===== src/rtl/mem_port_arbiter.sv =====
// mem_port_arbiter
//   Shares one single-ported, byte-addressed, little-endian 32-bit memory between
//   instruction fetch (port I, read-only) and load/store (port D, read/write).
//   Every memory control is driven from flops, so address and data are stable
//   before and during each write level.
//
//   Flow: IDLE -> ACCESS -> DONE -> IDLE (3 cycles per access). A misaligned D
//   access goes IDLE -> DONE with dErr set and no memory cycle. A sub-word store
//   goes ACCESS (read) -> RMW_RD (merge) -> RMW_WR (write) -> DONE.
//
//   Optional feature macro: SUBWORD_EN
//     defined   : dSize honoured. Loads are zero-extended. Byte/half stores use read-modify-write.
//     undefined : every D access is a 32-bit word and dSize is ignored.
//
// Ports
//   clk, rst_n                       clock, asynchronous active-low reset
//   iReq/iAddr -> iData/iAck          fetch port (word-aligned, low bits ignored)
//   dReq/dWrite/dSize/dAddr/dWData    load/store request
//   dRData/dAck/dErr                  load data, completion pulse, misalign flag
//   memAddr/memWData/memRead/memWrite memory controls (registered)
//   memRData                          memory read data (combinational from memAddr)
module mem_port_arbiter #(
    parameter int ADDR_W = 15,
    parameter int FAIR   = 1
) (
    input  logic              clk,
    input  logic              rst_n,
    input  logic              iReq,
    input  logic [ADDR_W-1:0] iAddr,
    output logic [31:0]       iData,
    output logic              iAck,
    input  logic              dReq,
    input  logic              dWrite,
    input  logic [1:0]        dSize,
    input  logic [ADDR_W-1:0] dAddr,
    input  logic [31:0]       dWData,
    output logic [31:0]       dRData,
    output logic              dAck,
    output logic              dErr,
    output logic [ADDR_W-1:0] memAddr,
    output logic [31:0]       memWData,
    output logic              memRead,
    output logic              memWrite,
    input  logic [31:0]       memRData
);

    typedef enum logic [2:0] {IDLE, ACCESS, RMW_RD, RMW_WR, DONE} state_t;

    state_t state, state_n;
    logic   last_d;      // 1: D held the most recent grant
    logic   gnt_d;       // granted port of the current access (1 = D)
    logic   is_wr;
    logic   err;
    logic   pick_d, pick_i, d_mis, sub_st;
    logic [31:0] load_data;

    // Fetch low address bits are intentionally dropped.
    logic unused_bits;

    // Tie-break: with FAIR the port that did not win last time goes first; after
    // reset last_d=0, so D wins the first tie.
    assign pick_d = dReq && (!iReq || (FAIR == 0) || !last_d);
    assign pick_i = iReq && !pick_d;

`ifdef SUBWORD_EN
    logic [1:0]  size_q;
    logic [1:0]  off_q;
    logic [31:0] wdata_q;
    logic [31:0] rmw_q;
    logic [31:0] lane_sh;
    logic [31:0] lane_mask;
    logic [31:0] merged;

    assign unused_bits = ^iAddr[1:0];
    // Byte accesses never misalign; half needs bit 0 clear; word (10/11) both bits.
    assign d_mis  = (dSize == 2'b00) ? 1'b0 :
                    (dSize == 2'b01) ? dAddr[0] : |dAddr[1:0];
    assign sub_st = gnt_d && is_wr && !size_q[1];

    assign lane_sh   = memRData >> {off_q, 3'b000};
    assign load_data = (size_q == 2'b00) ? {24'h0, lane_sh[7:0]}  :
                       (size_q == 2'b01) ? {16'h0, lane_sh[15:0]} : memRData;

    assign lane_mask = ((size_q == 2'b00) ? 32'h0000_00FF : 32'h0000_FFFF) << {off_q, 3'b000};
    assign merged    = (rmw_q & ~lane_mask) | ((wdata_q << {off_q, 3'b000}) & lane_mask);
`else
    assign unused_bits = ^{iAddr[1:0], dSize};
    assign d_mis       = |dAddr[1:0];
    assign sub_st      = 1'b0;
    assign load_data   = memRData;
`endif

    // ---------------- state register ----------------
    always_ff @(posedge clk or negedge rst_n) begin
        if (!rst_n) state <= IDLE;
        else        state <= state_n;
    end

    // ---------------- next state ----------------
    always_comb begin
        state_n = state;
        case (state)
            IDLE: begin
                if (pick_d)      state_n = d_mis ? DONE : ACCESS;
                else if (pick_i) state_n = ACCESS;
            end
            ACCESS:  state_n = sub_st ? RMW_RD : DONE;
`ifdef SUBWORD_EN
            RMW_RD:  state_n = RMW_WR;
            RMW_WR:  state_n = DONE;
`endif
            DONE:    state_n = IDLE;
            default: state_n = IDLE;
        endcase
    end

    // ---------------- outputs ----------------
    // Decoded from the state flop only, so async reset drops them at once.
    always_comb begin
        memRead  = 1'b0;
        memWrite = 1'b0;
        iAck     = 1'b0;
        dAck     = 1'b0;
        dErr     = 1'b0;
        case (state)
            ACCESS: begin
                // A sub-word store reads the whole word here first.
                memRead  = !gnt_d || !is_wr || sub_st;
                memWrite = gnt_d && is_wr && !sub_st;
            end
`ifdef SUBWORD_EN
            RMW_WR: memWrite = 1'b1;
`endif
            DONE: begin
                iAck = !gnt_d;
                dAck = gnt_d;
                dErr = gnt_d && err;
            end
            default: ;
        endcase
    end

    // ---------------- datapath ----------------
    always_ff @(posedge clk or negedge rst_n) begin
        if (!rst_n) begin
            last_d   <= 1'b0;
            gnt_d    <= 1'b0;
            is_wr    <= 1'b0;
            err      <= 1'b0;
            memAddr  <= '0;
            memWData <= '0;
            iData    <= '0;
            dRData   <= '0;
`ifdef SUBWORD_EN
            size_q   <= '0;
            off_q    <= '0;
            wdata_q  <= '0;
            rmw_q    <= '0;
`endif
        end else begin
            case (state)
                IDLE: begin
                    if (pick_d) begin
                        gnt_d    <= 1'b1;
                        is_wr    <= dWrite;
                        err      <= d_mis;
                        memWData <= dWData;
                        if (d_mis) dRData <= '0;
`ifdef SUBWORD_EN
                        memAddr  <= {dAddr[ADDR_W-1:2], 2'b00};
                        size_q   <= dSize;
                        off_q    <= dAddr[1:0];
                        wdata_q  <= dWData;
`else
                        memAddr  <= dAddr;
`endif
                    end else if (pick_i) begin
                        gnt_d    <= 1'b0;
                        is_wr    <= 1'b0;
                        err      <= 1'b0;
                        memAddr  <= {iAddr[ADDR_W-1:2], 2'b00};
                    end
                end
                ACCESS: begin
                    if (!gnt_d)      iData  <= memRData;
                    else if (!is_wr) dRData <= load_data;
`ifdef SUBWORD_EN
                    if (sub_st) rmw_q <= memRData;
`endif
                end
`ifdef SUBWORD_EN
                // Merged word is set up one edge ahead of the write level.
                RMW_RD: memWData <= merged;
`endif
                DONE: last_d <= gnt_d;
                default: ;
            endcase
        end
    end

endmodule


===== config.mk =====
export PLATFORM = sky130hd
export DESIGN_NAME = mem_port_arbiter
export DESIGN_NICKNAME = d
export VERILOG_FILES = /design/src/rtl/mem_port_arbiter.sv
export SDC_FILE = /design/constraint.sdc
export NUM_CORES = 1
export LEC_CHECK = 0
export BUFFER_PORTS_ARGS = -buffer_cell sky130_fd_sc_hd__buf_2
export CAP_MARGIN = 20
export CELL_PAD_IN_SITES_DETAIL_PLACEMENT = 1
export CELL_PAD_IN_SITES_GLOBAL_PLACEMENT = 1
export CORE_ASPECT_RATIO = 0.9
export CORE_UTILIZATION = 36
export CTS_CLUSTER_DIAMETER = 120
export DETAILED_ROUTE_END_ITERATION = 12
export HOLD_SLACK_MARGIN = 0.02
export PLACE_DENSITY_LB_ADDON = 0.05
export SETUP_SLACK_MARGIN = 0.02
export SLEW_MARGIN = 10
export SYNTH_ARGS = -nofsm -noshare
export SYNTH_HDL_FRONTEND = slang
export SYNTH_SLANG_ARGS = --single-unit

===== constraint.sdc =====
create_clock -name clk -period 2.3 [get_ports clk]
set_clock_uncertainty 0.1 [all_clocks]
set_input_delay 0.46 -clock clk [delete_from_list [all_inputs] [get_ports clk]]
set_output_delay 0.46 -clock clk [all_outputs]
set_load 0.005 [all_outputs]

## After elaboration in Yosys (flattened, before gate mapping)

Cells that the tools add are included.

- Bits in registers: 118
- Latch bits: 0
- RAM bits: 0
- Bits in read-only memories: 0
- Bits of input ports: 101
- Output and inout port bits: 116
- Logic and storage cells: 56
- Memories: 0

- Add/sub/neg operators: 0
- $mul: 0
- Divide/modulo/power cells: 0
- $lt $le $gt $ge: 0
- Equal/unequal tests: 7
- Shift operators: 0
- Multiplexer cells: 20
- Bitwise operators: 1
- Reduce and logical (&&, ||, !) cells: 19

Operators by type and width:

| kind | number |
|---|---|
| $mux W32 | 4 |
| $pmux W32 S2 | 1 |
| $mux W15 | 2 |
| $mux W1 | 9 |
| $mux W3 | 3 |
| $ne A2 B2 Y1 const B | 4 |
| $pmux W3 S2 | 1 |
| $reduce_and A2 Y1 | 3 |
| $logic_not A1 Y1 | 5 |
| $reduce_and A5 Y1 | 1 |
| $logic_and A1 B1 Y1 | 4 |
| $reduce_bool A2 Y1 | 2 |
| $eq A3 B1 Y1 const B | 1 |
| $eq A3 B3 Y1 const B | 1 |
| $logic_not A3 Y1 | 1 |
| $ne A3 B3 Y1 const B | 1 |
| $logic_or A1 B1 Y1 | 2 |
| $reduce_or A2 Y1 | 1 |
| $not A1 Y1 | 1 |

## Logic depth before layout (Yosys ltp)

Gate-level depths: netlist of run 1.

- Depth in word-level cells: 8
- Depth in mapped cells: 6
- Depth with buffers taken out: 3

## Worst setup path before layout of run 1

No wires, ideal clock.

- Kind: input port to flip-flop
- Start: in dReq
- End: reg memWData[10]
- Library setup time: 0.125 ns
- Arrival time: 1.625 ns
- Data required time: 2.075 ns
- Setup slack: 0.450 ns
- Stages: 5
- Buffers on the path: 2
- Cell sequence: a21bo_2 buf_6 nor3_4 buf_6 mux2_2

- Cells in the longest elaborated chain, start to end: 2

Ends and longest elaborated chain:

| what | line | text |
|---|---|---|
| start, declared | 32 | `input logic dReq,` |
| $logic_and A1 B1 Y1 | 62 | `assign pick_d = dReq && (!iReq \|\| (FAIR == 0) \|\| !last_d);` |
| $reduce_and A2 Y1 (no line) | n/a |  |
| end signal, assigned | 167 | `memWData <= dWData;` |
| end, declared | 41 | `output logic [31:0] memWData,` |

No other way between the ends.
A chain may end at the register's enable or synchronous reset.

## Worst setup path in the final report of run 1

- Start: reg state[0]
- End: out dErr

- Cells in the longest elaborated chain, start to end: 2

Ends and longest elaborated chain:

| what | line | text |
|---|---|---|
| start, declared | 49 | `state_t state, state_n;` |
| start signal, assigned | 96 | `else state <= state_n;` |
| $eq A3 B3 Y1 | 125 | `case (state)` |
| $mux W1 | 125 |  |
| end, declared | 39 | `output logic dErr,` |

No other way between the ends.

==> flow_summary.ini, run 1 <==
[synth]
yosysSeqAreaShare = 0.624
synth.avg_cell_area_um2 = 13.4
netlist_area_um2 = 4690
yosys-top-cells-area = dfrtp_1 (62%), mux2_2 (20%), nand2_1 (5.2%)
synth_top_area_share = 0.624
syn_inst = 351
synth_nets = 452
ys_types = 27
synth_area_leader_cell = dfrtp_1
ys_async_sr_fraction = 1.00
synth_edf_count = 0
synth_common_cells = dfrtp_1 (117), mux2_2 (82), nand2_1 (65)
yosysMostFrequentCell = dfrtp_1
synth_warnings = 0
ys_ff_latch = 117
ys.flop_type = dfrtp_1

[flow_run]
cap_violations = 0

[floorplanning]
start_util = 0.370
ios = 217
core_area_um2 = 12700
die_w_um = 122
fp-row-count = 39
dieArea_um2 = 13500
die_h_um = 110

[worst_setup_path]
worstReg2RegStart = last_d
startpoint = state[0]
required_ps = 1740
crit_chain = nand2b_1 -> nor2_1 -> and2_1 -> buf_2
critPathLaunchType = register
end_kind = output pin
cp_max_fo = 8
critical_path_class = register to output pin
cpPeakStageDelay_ps = 480
cp_slowest_cell = dfrtp_2
arrival_ps = 1540

[sta]
finalSetupTns_ps = 0
setup_viol = 0
post-route-min-period_ps = 2100
finalWorstSetupSlack_ps = 196
rsz0062_at_grt = false
tightest_slew_ps = 919
finalMaxSlewViolations = 0
fmax_ghz = 0.475
hold_viol = 0
post-route-period-util = 0.915
whs_ps = 168
max_slew_margin = 0.387

[clocking]
postCtsSetupRepairBufs = 0
cts_made_buffers = 17
cts_buffer_depth = 2
cts_num_sinks = 117
cts-root-buf = clkbuf_16
htreeDepth = 4
clock_latency_ps = 410
clkTransAtPathRegs_ps = 50
cts_tree = done

[place]
dp_slack_ps = 239
post-dp-hpwl_um = 8550
portBuffers = 212
globalplace.congestion = 0.701

[drt]
wl_um = 12300
viasPerCell = 4.77
dr.first_iter.drc_count = 152
vias = 3562
wl_per_cell_um = 16.5
drc = 0
ant_nets = 0
dr.pass1.iters = 4

[global_route]
antenna_found_initial = 0
grt_pass1_wl_um = 19500
grt_usage = 0.195
first_global_vias = 3758
grt-ovfl-total = 0
grt_max_degree = 38

[final_layout]
diodes = 0
drive_gt1_frac = 0.595
fin_nets = 671
synthToLayoutAreaGrowth_pct = 39.4
final_util = 0.516

[outcome]
outcome = finished, final reports clean

[pwr]
ir_drop_v = 0.000543
power.density_nw_per_um2 = 1400
p_leak_uw = 0.00324
power_uw = 9190

[min_path]
worstHoldStart = dWrite
hold_class = input port to register
==> cell type report <==
| class | count | area [um2] |
|---|---|---|
| fillers | 1401 | 6140 |
| clock inverters | 11 | 110 |
| repair buffers | 221 | 1200 |
| flip-flops and latches | 117 | 2930 |
| clock buffers | 20 | 447 |
| well taps | 164 | 205 |
| inverters | 1 | 3.75 |
| multi-input cells | 212 | 1650 |
==> kinds of logic after synthesis <==
kind of cell           count (synthesis)  synth area share
AOI/OAI and AO/OA                     42            0.0517
buffers and inverters                 22            0.0285
DFF                                  117             0.624
muxes                                 90             0.221
and+or+nand+nor                       80            0.0754
==> repair_timing <==
item	CTS	global route
hold buffers	1	0
endpoints found under the setup margin	0	1
endpoints found under the hold margin	33	0
resized for setup	0	2
==> worst paths after layout <==
path	slack [ps]	end	depth (start not counted)
max in group asynchronous	1020	memAddr[11]	3
worst max-delay path	200	dErr	4
worst max register to register	450	memWData[3]	4
worst min register to register	380	err	1
min in group asynchronous	470	memWData[6]	2
worst min-delay path	170	is_wr	2
==> power breakdown <==
| group | switching, uW | internal (uW) |
|---|---|---|
| clock network | 907 | 1600 |
| registers | 535 | 3060 |
| logic | 1350 | 1740 |
==> through the flow <==
step	area [um2]	instances
after global placement	5980	714
after detailed placement	5980	714
final	6550	746
after CTS	6540	746
after global routing	6550	746
after floorplan	4690	351
==> cells in the final DEF, fill, tap and decap left out, drive strengths merged, types with 2 or more instances in the layout <==
| cell | netlist | final |
|---|---|---|
| nand2b | 2 | 2 |
| dfrtp | 117 | 117 |
| nor2 | 8 | 8 |
| nand2 | 65 | 65 |
| buf | 16 | 220 |
| o21ai | 33 | 33 |
| a21o | 3 | 3 |
| mux2 | 90 | 90 |
| clkinvlp | 0 | 2 |
| a22o | 3 | 3 |
| clkbuf | 5 | 20 |
| clkinv | 0 | 7 |
| bufinv | 0 | 2 |
==> worst max-delay path: cells and delay by family, from the launching register on <==
kind | cells | cell delay [ps]
and+or+nand+nor | 3 | 520
DFF | 1 | 480
buffers and inverters | 1 | 120
==> routing by layer <==
layer	global-route usage	vias up	share of wire
li1	-	1642	-
met1	0.232	1772	0.42
met2	0.317	133	0.48
met3	0.0818	15	0.085
met4	0.0706	0	0.013
met5	0	-	0
==> sequential cells by signal, indices dropped and copies added, names as in the netlist <==
register / cells
state: 2
memAddr: 15
memWData: 32
is_wr: 1
iData: 32
dRData: 32
last_d: 1
gnt_d: 1
err: 1
(Power assumes the default switching activity.)
==> inputs of run 2 (changes only) <==
ABC_AREA = 1   (was not set)
CORE_UTILIZATION = 34   (was 36)
==> flow_summary.ini, run 2 <==
[synth]
netlist_area_um2 = 4960
synth_edf_count = 0
ys_ff_latch = 117
ys_async_sr_fraction = 1.00
synth_area_leader_cell = dfrtp_1
ys.flop_type = dfrtp_1
yosysSeqAreaShare = 0.590
syn_inst = 578
synth_nets = 679
yosys-top-cells-area = dfrtp_1 (59%), nand2_1 (16%), nand3_1 (6.8%)
synth_warnings = 0
synth.avg_cell_area_um2 = 8.58
synth_top_area_share = 0.590
yosysMostFrequentCell = nand2_1
synth_common_cells = nand2_1 (209), dfrtp_1 (117), nand3_1 (67)
ys_types = 19

[worst_setup_path]
critPathLaunchType = register
crit_family = flip-flops
r2r_end = iData[30]
cp_num_buf_inv = 2
startpoint = state[2]
crit_cells = 4
reg2reg_setup_slack_ps = 320
required_ps = 1740
crit_end = memWrite
cpPeakStageDelay_ps = 400
worstReg2RegStart = state[0]
cp_slowest_cell = dfrtp_1
end_kind = output pin
arrival_ps = 1460
crit_chain = inv_1 -> nand2_4 -> nor3_1 -> buf_2
reg2reg_depth = 5
critical_path_class = register to output pin
cp_max_fo = 20

[final_layout]
final_cell_mix = buf_2 (211), nand2_1 (209), dfrtp_1 (117), nand3_1 (67), inv_1 (52)
final_common_cell = buf_2
n_fill_cell = 1736
synthToLayoutAreaGrowth_pct = 37.0
fin_cells = 995
drive_gt1_frac = 0.329
fin_nets = 890
diodes = 0
final_util = 0.482
largest_registers = dRData (32), iData (32), memWData (32)

[global_route]
antenna_found_initial = 0
grt_max_degree = 65
grt_usage = 0.204
grt_pass1_wl_um = 23500
grt-ovfl-total = 0
first_global_vias = 4631

[sta]
finalWorstSetupSlack_ps = 282
finalSetupTns_ps = 0
post-route-period-util = 0.877
setup_viol = 0
hold_viol = 0
finalMaxSlewViolations = 0
max_slew_margin = 0.333
post-route-min-period_ps = 2020
fmax_ghz = 0.496
rsz0062_at_grt = false
tightest_slew_ps = 999

[clocking]
postCtsSetupRepairBufs = 0
htreeDepth = 4
cts-root-buf = clkbuf_16
cts_num_sinks = 117
cts_buffer_depth = 2
clkTransAtPathRegs_ps = 50
cts_tree = done
cts_made_buffers = 17
clock_latency_ps = 410

[floorplanning]
fp-row-count = 41
start_util = 0.351
die_h_um = 117
dieArea_um2 = 15100
core_area_um2 = 14100
die_w_um = 129
ios = 217

[place]
post-dp-hpwl_um = 10300
globalplace.congestion = 0.733
placed_cells = 962
portBuffers = 212
dp_slack_ps = 290

[flow_run]
cap_violations = 0

[drt]
vias = 4524
ant_nets = 0
drc = 0
dr.first_iter.drc_count = 218
wl_um = 14500
wl_per_cell_um = 14.5
dr.pass1.iters = 4
viasPerCell = 4.55

[pwr]
ir_drop_v = 0.000745
power_uw = 9840
p_leak_uw = 0.00401
power.density_nw_per_um2 = 1450

[min_path]
hold_class = input port to register

[outcome]
outcome = finished, final reports clean
run 2: cell count changes in the layout (fill, tap and decap cells not counted), sizes merged, moves of 4 or more:
cell,before,now
o21ai,33,37
nor2,8,42
mux2,90,0
nand2,65,212
nand3,0,67
o211ai,0,13
inv,1,56
run 2: cell type report:
| type | instances | area (um2) | area share |
|---|---|---|---|
| inverters | 56 | 210 | 0.0309 |
| well taps | 193 | 241 | 0.0355 |
| repair buffers | 223 | 1170 | 0.173 |
| clock inverters | 9 | 98.8 | 0.0146 |
| flip-flops and latches | 117 | 2930 | 0.431 |
| clock buffers | 23 | 498 | 0.0733 |
| multi-input cells | 374 | 1640 | 0.242 |
run 2: metrics by stage:
step	hold WS (ps)	instance area, um2
2_1_floorplan	64.4	4960
3_3_place_gp	349	6190
3_5_place_dp	353	6190
4_1_cts	159	6790
5_1_grt	169	6790
6_report	176	6790
run 2: per-layer routing:
metal / wire length, um / vias up / track usage
met3: 1110 / 15 / 0.0692
met2: 7000 / 126 / 0.333
met4: 213 / 0 / 0.0816
li1: - / 2226 / -
met1: 6160 / 2157 / 0.250
met5: 0 / - / 0
run 2: what timing repair did:
action	in CTS	in global routing
gates resized for setup	0	0
hold buffers	1	0
setup endpoints to repair	0	0
endpoints found under the hold margin	34	0
run 2: cells by family after synthesis:
group | after synthesis | share of synthesized area
AOI/OAI and AO/OA | 51 | 0.0580
buffers and inverters | 87 | 0.0782
DFF | 117 | 0.590
and+or+nand+nor | 323 | 0.273
run 2: report_power, final:
part | leakage, uW | switching [uW] | total [uW] | internal, uW
Combinational | 0.00222 | 2180 | 3580 | 1400
Sequential | 0.00148 | 550 | 3630 | 3080
Clock | 0.000302 | 907 | 2630 | 1730
run 2: tightest hold or removal path: cells and delay by family:
family	cells	cell delay, ps
buffers and inverters	1	70
and+or+nand+nor	2	120
run 2: worst min path at each step:
stage,slack (ps),cells after the start,from,end
CTS,160,3,dWData[3],memWData[3]
floorplan,60,0,rst_n,dRData[0]
global placement,350,2,memWData[1],memWData[1]
detailed placement,350,2,dRData[17],dRData[17]
finish,180,3,dWData[3],memWData[3]
global route,170,3,dWData[26],memWData[26]
